$ cat src/rtl/fphub_result_fifo.sv
// Result FIFO behind the HUB adder: registered ready/valid with 1-cycle latency, zeroed head when empty.
// Optional FPHUB_RESULT_FIFO_STICKY_EN adds sticky_status_o, the OR of popped status flags.
module fphub_result_fifo #(
    parameter int WIDTH = 16,
    parameter int DEPTH = 4
) (
    input  logic                       clk_i,
    input  logic                       rst_ni,
    input  logic                       flush_i,
    input  logic                       in_valid_i,
    output logic                       in_ready_o,
    input  logic [WIDTH-1:0]           result_i,
    input  logic [4:0]                 status_i,
    output logic                       out_valid_o,
    input  logic                       out_ready_i,
    output logic [WIDTH-1:0]           result_o,
    output logic [4:0]                 status_o,
`ifdef FPHUB_RESULT_FIFO_STICKY_EN
    output logic [4:0]                 sticky_status_o,
`endif
    output logic [$clog2(DEPTH):0]     usage_o
);
    localparam int PTR_W = $clog2(DEPTH);
    localparam int CNT_W = PTR_W + 1;
    localparam logic [CNT_W-1:0] FULL = CNT_W'(DEPTH);

    typedef struct packed {
        logic [4:0]       status;
        logic [WIDTH-1:0] result;
    } entry_t;

    entry_t               mem [DEPTH];
    logic [PTR_W-1:0]     wr_ptr, rd_ptr;
    logic [CNT_W-1:0]     usage;
    logic                 push, pop;
    entry_t               head;

    // Handshake flags come only from the occupancy register, never from the peer's strobe.
    assign in_ready_o  = (usage != FULL);
    assign out_valid_o = (usage != '0);
    assign usage_o     = usage;

    assign push = in_valid_i & in_ready_o & ~flush_i;
    assign pop  = out_valid_o & out_ready_i & ~flush_i;

    assign head     = mem[rd_ptr];
    assign result_o = out_valid_o ? head.result : '0;
    assign status_o = out_valid_o ? head.status : '0;

    always_ff @(posedge clk_i or negedge rst_ni) begin
        if (!rst_ni) begin
            wr_ptr <= '0;
            rd_ptr <= '0;
            usage  <= '0;
        end else if (flush_i) begin
            wr_ptr <= '0;
            rd_ptr <= '0;
            usage  <= '0;
        end else begin
            if (push) wr_ptr <= wr_ptr + PTR_W'(1);
            if (pop)  rd_ptr <= rd_ptr + PTR_W'(1);
            case ({push, pop})
                2'b10:   usage <= usage + CNT_W'(1);
                2'b01:   usage <= usage - CNT_W'(1);
                default: usage <= usage;
            endcase
        end
    end

    // Storage is never cleared; the zeroed head covers the empty case.
    always_ff @(posedge clk_i) begin
        if (push) mem[wr_ptr] <= '{status: status_i, result: result_i};
    end

`ifdef FPHUB_RESULT_FIFO_STICKY_EN
    logic [4:0] sticky_q;
    always_ff @(posedge clk_i or negedge rst_ni) begin
        if (!rst_ni)      sticky_q <= '0;
        else if (flush_i) sticky_q <= '0;
        else if (pop)     sticky_q <= sticky_q | head.status;
    end
    assign sticky_status_o = sticky_q;
`endif

endmodule
$ cat config.mk
export PLATFORM = sky130hd
export DESIGN_NAME = fphub_result_fifo
export DESIGN_NICKNAME = d
export VERILOG_FILES = /design/src/rtl/fphub_result_fifo.sv
export SDC_FILE = /design/constraint.sdc
export NUM_CORES = 1
export LEC_CHECK = 0
export BUFFER_PORTS_ARGS = -buffer_cell sky130_fd_sc_hd__buf_2
export CAP_MARGIN = 20
export CELL_PAD_IN_SITES_DETAIL_PLACEMENT = 1
export CELL_PAD_IN_SITES_GLOBAL_PLACEMENT = 1
export CORE_AREA = 5 5 124 67
export CTS_BUF_LIST = sky130_fd_sc_hd__clkbuf_8
export DETAILED_ROUTE_END_ITERATION = 8
export DIE_AREA = 0 0 129 72
export PLACE_DENSITY = 0.95
export SYNTH_ARGS = -nofsm -noshare
export SYNTH_HDL_FRONTEND = slang
export SYNTH_SLANG_ARGS = --single-unit
$ cat constraint.sdc
create_clock -name clk_i -period 5.1 [get_ports clk_i]
set_input_delay 1.02 -clock clk_i [delete_from_list [all_inputs] [get_ports clk_i]]
set_output_delay 1.02 -clock clk_i [all_outputs]
set_load 0.01 [all_outputs]
==> Word-level counts from Yosys, hierarchy flattened <==
Memories as Yosys holds them, arrays and structs flattened.
Cells that the tools add are included.
{ "totals": {"ff_bits": 7, "ramBits": 84, "inputBits": 26, "out_inout_bits": 26, "wordCells": 30, "n_memories": 1} }
{ "classes": {"n_addsub": 4, "n_eq_ne": 3, "n_mux": 10, "bitwise_logic": 5, "n_reduce_logical": 4} }
{ "memory_table": {"columns": ["name", "words", "width", "read_ports", "rd_ports_with_merged_regs", "wr", "line", "text"], "rows": [
  ["mem", 4, 21, 1, 0, 1, "32", "entry_t mem [DEPTH];"]
]} }
{ "ops": {"columns": ["cell", "count"], "rows": [
  ["$mux 16", 1],
  ["$mux 2", 4],
  ["$pmux 3 s2", 1],
  ["$reduce_bool 3->1", 2],
  ["$mux 5", 1],
  ["$add 2x1->2 const B", 2],
  ["$and 1x1->1", 4],
  ["$reduce_bool 2->1", 2],
  ["$add 3x1->3 const B", 1],
  ["$mux 3", 1],
  ["$ne 3x3->1 const B", 1],
  ["$sub 3x1->3 const B", 1],
  ["$eq 2x1->1 const B", 1],
  ["$eq 2x2->1 const B", 1],
  ["$mux 1", 2],
  ["$not 1->1", 1]
]} }

==> Logic depth before layout (Yosys ltp) <==
Gate-level depths: netlist of the first run.
{ "logic_depth": {"depth_word": 6, "depth_mapped": 7, "mapped_depth_nobuf": 6} }

==> Worst setup path before layout of the first run <==
OpenSTA, ideal clock, no wires.
{ "synth_path": {"path_type": "input to register", "startpoint": "input flush_i", "endpoint": "memory mem[0][0] in the netlist's numbering (enable)", "setup_time_ns": 0.379, "arrival_ns": 2.089, "path_slack_ns": 2.631, "path_stages": 4, "path_cell_list": "clkbuf_1 -> nand2b_1 -> nor2_1 -> and2_1"} }
{ "synth_via": {"elab_chain_cells": 4} }
{ "synth_lines": {"columns": ["item", "line", "text"], "rows": [
  ["start, declared", "9", "input logic flush_i,"],
  ["$not 1->1", "43", "assign push = in_valid_i & in_ready_o & ~flush_i;"],
  ["$and 1x1->1", "43", null],
  ["$mux 1", "72", "if (push) mem[wr_ptr] <= '{status: status_i, result: result_i};"],
  ["$mux 1 (implied by the code)", "72", null],
  ["end, declared", "32", null]
]} }
No other way between the ends.

==> Worst setup path after layout of the first run <==
{ "layout_path": {"startpoint": "register rd_ptr[0]", "endpoint": "output result_o[2]"} }
{ "layout_via": {"elab_chain_cells": 2} }
{ "layout_lines": {"columns": ["item", "line", "text"], "rows": [
  ["start, declared", "33", "logic [PTR_W-1:0] wr_ptr, rd_ptr;"],
  ["start signal, assigned", "61", "if (pop) rd_ptr <= rd_ptr + PTR_W'(1);"],
  ["$mem_v2 4x21", null, null],
  ["$mux 16", "47", "assign result_o = out_valid_o ? head.result : '0;"],
  ["end, declared", "16", "output logic [WIDTH-1:0] result_o,"]
]} }
No other way between the ends.

==> summary.md, run 1 <==
| Metric | Value |
|---|---|
| Vias | ~2000 |
| Row count | 22 |
| GRT Util Overall | 17.6% |
| Antenna violations before repair | 0 |
| Synth-to-layout area growth | 14.7% |
| Multi-input logic area | about 1000 sq um |
| Leak | 1.59 nW |
| Post-DP HPWL | 5.07 mm |
| Post-layout minimum cycle time | 3350 ps |
| Worst Path Arrival | 2330 ps |
| Async set or reset register ratio after synthesis | 7.69% |
| Hold WC Path Type | in2async |
| Clock Path Buffers | 2 |
| First-pass GRT wire length | approximately 12 mm |
| Post-route setup TNS | 0 ps |
| # diodes | 0 |
| Die area | 9290 sq um |
| Final Slew Violations | 0 |
| Layout Skew | roughly 9.3 ps |
| Die W | between 100 and 150 um |
| Setup CP Type | reg2out |
| Synthesized area | roughly 3800 sq um |
| Finish-stage setup viols | 0 |
| PD cells | between 400 and 500 nW/um^2 |
| Status | finished, final reports clean |
| Post-route DRC | 0 |
| Crit share post-route | roughly two thirds |
| Vias per cell | 5.62 |
| Clock Sinks | 91 |
| Clock buffer count from CTS | 9 |
| Sw Ratio | 29.4% |
| Worst-Margin Slew | roughly 940 ps |
| Synthesis-stage register bit count | a little over 90 |
| Sequential power share | 48.6% |
| Post-cts resize count | 0 |
| Setup Fix Bufs, Post-CTS | 0 |
| Unrepaired setup endpoints after global routing | no |
| Endpoints failing hold | 0 |
| Hold slack | between 400 and 500 ps |
| Post-Synthesis Net Count | approximately 230 |
| Post-DRT Antenna Nets | 0 |
| Internal power | ~1.3 mW |
| Gate power share | 26.3% |
| Ports | 52 |
| Ys flop type | edfxtp_1 |
| Hold buffer count at cts | 0 |
| FILL cells | around 630 |
| Worst Setup Start Kind | flip-flop |
| Total gr overflow | 0 |
| Yosys warning count | 0 |
| Sequential cell area | ~2700 sq um |
| Seq/Total Area, Yosys | between 70% and 80% |
| Core area | between 7000 and 8000 sq um |
| CTS tree | yes |
| CP endpoint kind | output port |
| Share of cells above drive strength 1 | 30.5% |
| Chip Height | 72 um |
| Max Cap Viol | 0 |
| H-tree Lvls | 3 |
| Mean post-synth cell area | 19.1 sq um |
| Psw | ~560 uW |
| Slew margin rel. | between 30% and 40% |
| Initial core utilization | between 50% and 60% |
| Yosys cell types | 37 |
| Number of flops mapped to enable cells by yosys | 84 |
| Syn Inst Count | 200 |
| Clock group share of total power | between 20% and 30% |
| GPL Wtd Cong | just under 0.8 |
| Initial DRT Pass Iterations | 4 |
| Final #Nets | roughly 290 |
| Number of buffers added on ports | between 50 and 60 |
| Vias in the first global route | about 2100 |
| Largest net degree at the start of global routing | 24 |
| Starting DRT DRC Count | approximately 130 |
| Required time worst endpoint | around 4100 ps |
| Clock latency on the worst-skew pair | 350 ps |
| VDD IR max | about 0.0003 V |
| Reg clk slew, reported paths | roughly 80 ps |
| Wire per inst | 22.5 um |
| Critical path peak fanout | 15 |
| WL final | between 7 and 8 mm |
| Clk root buf | clkbuf_8 |
| Finished Core Util | between 60 and 70% |
| Max Fclk | 0.299 GHz |
[Yosys cell counts, types with 2 or more instances]
cell,number,area share (%)
mux4_1,12,8.2
dfrtp_1,7,4.6
mux2i_1,2,0.52
mux4_2,9,5.3
nand3_1,2,0.26
ha_1,4,1.3
nor2_1,6,0.59
clkbuf_1,3,0.29
o21ai_0,2,0.26
inv_1,5,0.49
a21oi_1,3,0.39
edfxtp_1,84,66
buf_1,2,0.20
nand2_1,2,0.20
xor2_1,3,0.69
buf_12,2,1.0
buf_2,4,0.52
or3_1,2,0.33
and2_1,25,4.1
nand2b_1,3,0.49
buf_6,2,0.59
[layout by cell type, fill, tap and decap left out, drive strengths merged, types with 2 or more instances in the layout]
| master | n |
|---|---|
| and2 | 25 |
| buf | 56 |
| a21oi | 3 |
| xor2 | 3 |
| mux4 | 21 |
| nand2b | 3 |
| ha | 4 |
| clkinv | 2 |
| edfxtp | 84 |
| nand2 | 2 |
| inv | 7 |
| dfrtp | 7 |
| mux2i | 2 |
| nor2 | 6 |
| clkbuf | 10 |
| nand3 | 2 |
| or3 | 2 |
| o21ai | 2 |
[critical path: stages, from the launching register on]
cell     delay, ps
dfrtp_1        680
buf_4          380
mux4_1         600
and2_1         170
buf_2          130
[flip-flops by register name, summed over array words and instances (netlist names)]
| register | flops |
|---|---|
| mem | 84 |
| rd_ptr | 2 |
| usage_o | 3 |
| wr_ptr | 2 |
[kinds of logic (layout without fill, tap and decap cells)]
group           Yosys count  in the layout  synth area share, %
fa+ha+maj                 5              5                 1.83
compound gates           15             15                 2.91
buf+inv                  18             77                 3.14
flops                    91             91                 70.5
mux                      23             23                 14.1
xor+xnor                  3              3                0.687
simple gates             45             45                 6.87
[layout make-up]
class,instances,area share (%)
well taps,96,2.74
clock inverters,6,1.31
multi-input cells,91,23.0
flip-flops and latches,91,61.5
inverters,5,0.428
clock buffers,10,3.14
repair buffers,56,7.93
[worst paths after layout]
kind / depth (start not counted) / endpoint / start / slack (ps)
worst max-delay path: 4 / result_o[2] / rd_ptr[0]$_DFFE_PN0P_ / 1750
worst min-delay path: 1 / wr_ptr[0]$_DFFE_PN0P_ / rst_ni / 490
worst max register to register: 6 / usage_o[1]$_DFFE_PN0P_ / usage_o[1]$_DFFE_PN0P_ / 2880
worst min register to register: 2 / wr_ptr[1]$_DFFE_PN0P_ / wr_ptr[1]$_DFFE_PN0P_ / 630
max in group asynchronous: 1 / rd_ptr[0]$_DFFE_PN0P_ / rst_ni / 4450
min in group clk_i: 2 / wr_ptr[1]$_DFFE_PN0P_ / wr_ptr[1]$_DFFE_PN0P_ / 630
[power groups by stage]
stage,clock network [mW],logic [mW],registers (mW)
2_1_floorplan,0,0.378,0.891
3_3_place_gp,0,0.472,0.928
3_5_place_dp,0,0.492,0.934
4_1_cts,0.481,0.493,0.918
5_1_grt,0.529,0.536,0.923
6_report,0.474,0.496,0.916
[through the flow]
step	total power, mW	setup slack [ps]	cells	instance area [sq um]
floorplan	1.27	2630	200	3830
global placement	1.40	2170	335	4110
detailed placement	1.43	2080	335	4110
CTS	1.89	1710	351	4300
global route	1.99	1630	355	4390
finish	1.89	1750	355	4390
[per-layer routing]
layer / up-vias / track usage, % / wire, um
met5: - / 0 / 0
met4: 0 / 5.12 / 95
met3: 10 / 6.10 / 590
met2: 66 / 28.0 / 3870
met1: 1012 / 23.5 / 3430
li1: 907 / - / -
(Power assumes the default switching activity.)
==> run 2: changes to the inputs <==
--- a/config.mk
+++ b/config.mk
@@ -9,11 +9,11 @@
 export CAP_MARGIN = 20
 export CELL_PAD_IN_SITES_DETAIL_PLACEMENT = 1
 export CELL_PAD_IN_SITES_GLOBAL_PLACEMENT = 1
-export CORE_AREA = 5 5 124 67
+export CORE_AREA = 5 5 135 73
 export CTS_BUF_LIST = sky130_fd_sc_hd__clkbuf_8
 export DETAILED_ROUTE_END_ITERATION = 8
-export DIE_AREA = 0 0 129 72
-export PLACE_DENSITY = 0.95
+export DIE_AREA = 0 0 140 78
+export PLACE_DENSITY = 0.85
 export SYNTH_ARGS = -nofsm -noshare
 export SYNTH_HDL_FRONTEND = slang
 export SYNTH_SLANG_ARGS = --single-unit
==> constraint.sdc (replaced) <==
create_clock -name clk_i -period 2.8 [get_ports clk_i]
set_input_delay 0.56 -clock clk_i [delete_from_list [all_inputs] [get_ports clk_i]]
set_output_delay 0.56 -clock clk_i [all_outputs]
set_load 0.01 [all_outputs]
==> summary.md, run 2 (same netlist as run 1, synthesis figures left out) <==
| Metric | Value |
|---|---|
| Vias | 1943 |
| Final #Nets | approximately 290 |
| Number of buffers added on ports | ~50 |
| Post-DRT Antenna Nets | 0 |
| # diodes | 0 |
| Slew margin rel. | 64.7% |
| Worst r2r path cells | 6 |
| Layout Skew | ~8.4 ps |
| Critical Path Max Stage Delay | 770 ps |
| Core area | roughly 8500 sq um |
| Initial core utilization | between 40% and 50% |
| Status | finished, final reports clean |
| Ports | 52 |
| Chip Height | approximately 78 um |
| Clk root buf | clkbuf_8 |
| Required time worst endpoint | around 2200 ps |
| Slowest cell on the critical path | or3_2 |
| Clock latency on the worst-skew pair | about 360 ps |
| Design area | ~4500 sq um |
| CP endpoint kind | output port |
| Hold buffer count at cts | 0 |
| Most common cell after layout, fill and taps aside | edfxtp_1 |
| Finish-stage setup viols | 0 |
| Hold WC Path Type | in2async |
| Unrepaired setup endpoints after global routing | no |
| Critical path peak fanout | 23 |
| Clock Path Buffers | 2 |
| Inst Count DP | roughly 360 |
| Worst Path Arrival | slightly above 2000 ps |
| Non-Filler Instances | around 380 |
| Setup CP Type | reg2out |
| Wire per inst | between 15 and 20 um |
| Worst-Margin Slew | 530 ps |
| Max FFs per register | 84 |
| R2R Path Start | usage_o[1]$_DFFE_PN0P_ |
| VDD IR max | around 0.00033 V |
| Die W | ~140 um |
| Max Fclk | between 0.3 and 0.4 GHz |
| Clock Sinks | 91 |
| Buf+Inv Stages, Crit Path | 1 |
| Setup ws final | approximately 190 ps |
| Vias per cell | 5.13 |
| WL final | slightly above 7 mm |
| Final Slew Violations | 0 |
| Crit share post-route | 93.4% |
| First-pass GRT wire length | about 12 mm |
| Total Power | approximately 3.6 mW |
| Endpoints failing hold | 0 |
| Die area | roughly 11000 sq um |
| Initial DRT Pass Iterations | 4 |
| Cell family with most CP delay | simple AND/OR/NAND/NOR gates |
| Most frequent cells in the layout | edfxtp_1 (84), buf_2 (51), and2_1 (25) |
| Worst reg2reg endpoint | usage_o[1]$_DFFE_PN0P_ |
| Crit-path cells | or3_2 -> and2_1 -> buf_2 |
| Post-route DRC | 0 |
| CTS tree | yes |
| Row count | 24 |
| Post-route setup TNS | 0 ps |
| Leak | around 1.6 nW |
| Post-DP HPWL | ~5 mm |
| PD cells | 809 nW/um^2 |
| Clock buffer count from CTS | 9 |
| H-tree Lvls | 3 |
| GRT Util Overall | approximately 14% |
| Register-to-Register Setup Slack | ~640 ps |
| Finished Core Util | 52.7% |
| FILL cells | 818 |
| Total gr overflow | 0 |
| Cell area after placement | about 4200 sq um |
| Max Cap Viol | 0 |
| Share of cells above drive strength 1 | roughly a third |
| Vias in the first global route | 2140 |
| Synth-to-layout area growth | 16.7% |
| Setup WS pre-CTS | 521 ps |
| Worst Setup Start Kind | flip-flop |
| Antenna violations before repair | 0 |
| Largest net degree at the start of global routing | 24 |
| Hold slack | approximately 26 ps |
| GPL Wtd Cong | between 0.7 and 0.8 |
| Starting DRT DRC Count | 84 |
| Post-layout minimum cycle time | approximately 2600 ps |
| Largest Register | mem |
| Stages on worst setup path | 3 |
| Reg clk slew, reported paths | 80 ps |
-- run 2: changes by cell type in the layout (fill, tap and decap cells not counted), sizes merged --
| cell | delta |
|---|---|
| buf | +3 |
| clkinv | -1 |
| clkinvlp | +2 |
| inv | -2 |
| clkbuf | -1 |
| bufinv | +2 |
-- run 2: report_power, final --
part	leakage [nW]	total (mW)	internal, mW	switching, mW
sequential	0.857	1.65	1.56	0.0882
clock	0.109	1.04	0.589	0.449
combinational	0.637	0.927	0.455	0.471
-- run 2: metal layers --
metal,share of wire [%],GRT usage (%),vias to the layer above
met5,0,0,-
met4,0.84,4.26,0
met3,5.2,5.47,7
met2,47,21.8,41
met1,47,19.0,991
li1,-,-,904
-- run 2: repair_timing --
item,4_1_cts,5_1_grt
gates resized for setup,0,1
hold endpoints to repair,0,0
buffers inserted,0,0
endpoints found under the setup margin,0,3
-- run 2: worst max-delay path by stage --
stage / startpoint / slack (ps) / endpoint
5_1_grt: usage_o[1]$_DFFE_PN0P_ / 60 / result_o[13]
6_report: usage_o[1]$_DFFE_PN0P_ / 190 / result_o[14]
3_5_place_dp: usage_o[1]$_DFFE_PN0P_ / 520 / result_o[10]
4_1_cts: usage_o[1]$_DFFE_PN0P_ / 110 / result_o[10]
2_1_floorplan: flush_i / 790 / mem[0][0]$_DFFE_PP_
3_3_place_gp: rd_ptr[0]$_DFFE_PN0P_ / 560 / result_o[4]
-- run 2: layout make-up --
class	instances	area (sq um)	share of cell area [%]
Inverter	5	18.8	0.420
Clock inverter	7	116	2.61
Clock buffer	9	124	2.77
Multi-Input combinational cell	91	1010	22.6
Sequential cell	91	2700	60.4
Timing Repair Buffer	59	353	7.90
Tap cell	117	146	3.28
==> run 3: changes to the inputs <==
--- a/config.mk
+++ b/config.mk
@@ -9,11 +9,12 @@
 export CAP_MARGIN = 20
 export CELL_PAD_IN_SITES_DETAIL_PLACEMENT = 1
 export CELL_PAD_IN_SITES_GLOBAL_PLACEMENT = 1
-export CORE_AREA = 5 5 135 73
+export CORE_AREA = 5 5 129 70
 export CTS_BUF_LIST = sky130_fd_sc_hd__clkbuf_8
 export DETAILED_ROUTE_END_ITERATION = 8
-export DIE_AREA = 0 0 140 78
-export PLACE_DENSITY = 0.85
+export DIE_AREA = 0 0 134 75
+export PLACE_DENSITY = 0.88
+export SLEW_MARGIN = 10
 export SYNTH_ARGS = -nofsm -noshare
 export SYNTH_HDL_FRONTEND = slang
 export SYNTH_SLANG_ARGS = --single-unit
==> constraint.sdc (replaced) <==
create_clock -name clk_i -period 2.5 [get_ports clk_i]
set_input_delay 0.5 -clock clk_i [delete_from_list [all_inputs] [get_ports clk_i]]
set_output_delay 0.5 -clock clk_i [all_outputs]
set_load 0.01 [all_outputs]
==> summary.md, run 3 (same netlist as run 1, synthesis figures left out) <==
| Metric | Value |
|---|---|
| Status | finished, final reports clean |
| Share of cells above drive strength 1 | about a third |
| Most common cell after layout, fill and taps aside | edfxtp_1 |
| H-tree Lvls | 3 |
| CP endpoint | result_o[5] |
| First-pass GRT wire length | between 10 and 15 mm |
| Slew margin rel. | 67.5% |
| Leak | between 1.5 and 2 nW |
| Row count | 23 |
| Worst reg2reg endpoint | usage_o[1]$_DFFE_PN0P_ |
| Post-DRT Antenna Nets | 0 |
| Total Power | 3.92 mW |
| Crit share post-route | a little over nine tenths |
| Worst r2r path cells | 6 |
| Max Fclk | 0.419 GHz |
| CTS tree | yes |
| Psw | roughly 1.1 mW |
| Worst Path Arrival | 1890 ps |
| VDD IR max | between 0.0003 and 0.0004 V |
| Die area | between 10000 and 15000 sq um |
| # diodes | 0 |
| Critical path peak fanout | 11 |
| Non-Filler Instances | approximately 370 |
| Number of buffers added on ports | 51 |
| Clock Path Buffers | 2 |
| Post-route setup TNS | 0 ps |
| Reg clk slew, reported paths | about 80 ps |
| Design area | between 4000 and 5000 sq um |
| Finish-stage setup viols | 0 |
| Hold slack | around 360 ps |
| Required time worst endpoint | approximately 2000 ps |
| Setup WS pre-CTS | roughly 360 ps |
| R2R Path Start | usage_o[1]$_DFFE_PN0P_ |
| Critical Path Start | rd_ptr[0]$_DFFE_PN0P_ |
| GRT Util Overall | ~18% |
| Vias per cell | 5.48 |
| Sw Ratio | around 29% |
| Endpoints failing hold | 0 |
| Register-to-Register Setup Slack | about 410 ps |
| Antenna violations before repair | 1 |
| Core area | roughly 7700 sq um |
| Vias in the first global route | ~2200 |
| FILL cells | 723 |
| Initial DRT Pass Iterations | 4 |
| Cell area after placement | 4190 sq um |
| Finished Core Util | 57.0% |
| Setup Fix Bufs, Post-CTS | 0 |
| Sequential cell area | roughly 2700 sq um |
| CP endpoint kind | output port |
| Sequential power share | 46.9% |
| Vias | 2000 |
| Layout Skew | approximately 5.0 ps |
| Largest Register | mem |
| Ports | 52 |
| Wire per inst | 21.9 um |
| Max FFs per register | 84 |
| Initial core utilization | roughly half |
| Starting DRT DRC Count | slightly below 90 |
| Hold WC Path Type | in2reg |
| Worst Setup Start Kind | flip-flop |
| PD cells | 888 nW/um^2 |
| Clock latency on the worst-skew pair | 360 ps |
| Post-layout minimum cycle time | 2390 ps |
| Clock Sinks | 91 |
| Largest net degree at the start of global routing | 22 |
| Total gr overflow | 0 |
| Final #Nets | about 290 |
| Final Slew Violations | 0 |
| Internal power | around 2.8 mW |
| Worst-Margin Slew | 486 ps |
| WL final | around 8.0 mm |
| Most frequent cells in the layout | edfxtp_1 (84), buf_2 (51), and2_1 (25) |
| Clock group share of total power | between 20% and 30% |
| Setup ws final | 112 ps |
| Multi-input logic area | slightly above 1000 sq um |
| Synth-to-layout area growth | 15.3% |
| GPL Wtd Cong | 0.816 |
| Inst Count DP | between 300 and 400 |
| Clk root buf | clkbuf_8 |
| Setup CP Type | reg2out |
| Post-DP HPWL | about 5.4 mm |
| Gate power share | between 20% and 30% |
| Clock buffer count from CTS | 9 |
| Chip Height | between 70 and 80 um |
| Die W | around 130 um |
| Max Cap Viol | 0 |
| Post-route DRC | 0 |
| Unrepaired setup endpoints after global routing | no |
| HP Start | result_i[8] |
## run 3: what timing repair did
item,4_1_cts,5_1_grt
resized for setup,0,1
endpoints found under the hold margin,7,0
setup endpoints to repair,0,7
hold buffers,1,0
## run 3: layout make-up
cell class                      count  area share [%]
Sequential cell                    91            61.2
Multi-Input combinational cell     91            22.9
Timing Repair Buffer               62            8.40
Clock buffer                       10            3.12
Tap cell                          100            2.84
Clock inverter                      6            1.16
Inverter                            5           0.426
## run 3: worst max-delay path, cell delays in order (launching register included)
cell	delay (ps)
dfrtp_2	460
buf_12	180
mux4_1	580
and2_1	180
buf_2	140
## run 3: power by group through the flow
stage / combinational (mW) / sequential, mW / clock, mW
detailed placement: 1.11 / 1.86 / 0
CTS: 1.12 / 1.83 / 0.987
global placement: 1.07 / 1.86 / 0
floorplan: 0.772 / 1.82 / 0
global route: 1.24 / 1.85 / 1.06
finish: 1.13 / 1.84 / 0.952
## run 3: metal layers
layer  GRT usage [%]  share of wire [%]  up-vias
li1                -                  -      915
met1            22.2                 44     1026
met2            29.6                 49       50
met3            7.28                6.2        7
met4            4.45               0.79        2
met5               0               0.16        -
## run 3: worst min path at each step
stage	end	cells after the start
after global placement	usage_o[0]$_DFFE_PN0P_	1
final	mem[1][8]$_DFFE_PP_	1
after global routing	mem[1][6]$_DFFE_PP_	1
after detailed placement	rd_ptr[1]$_DFFE_PN0P_	1
after floorplan	rd_ptr[0]$_DFFE_PN0P_	0
after CTS	mem[1][13]$_DFFE_PP_	1
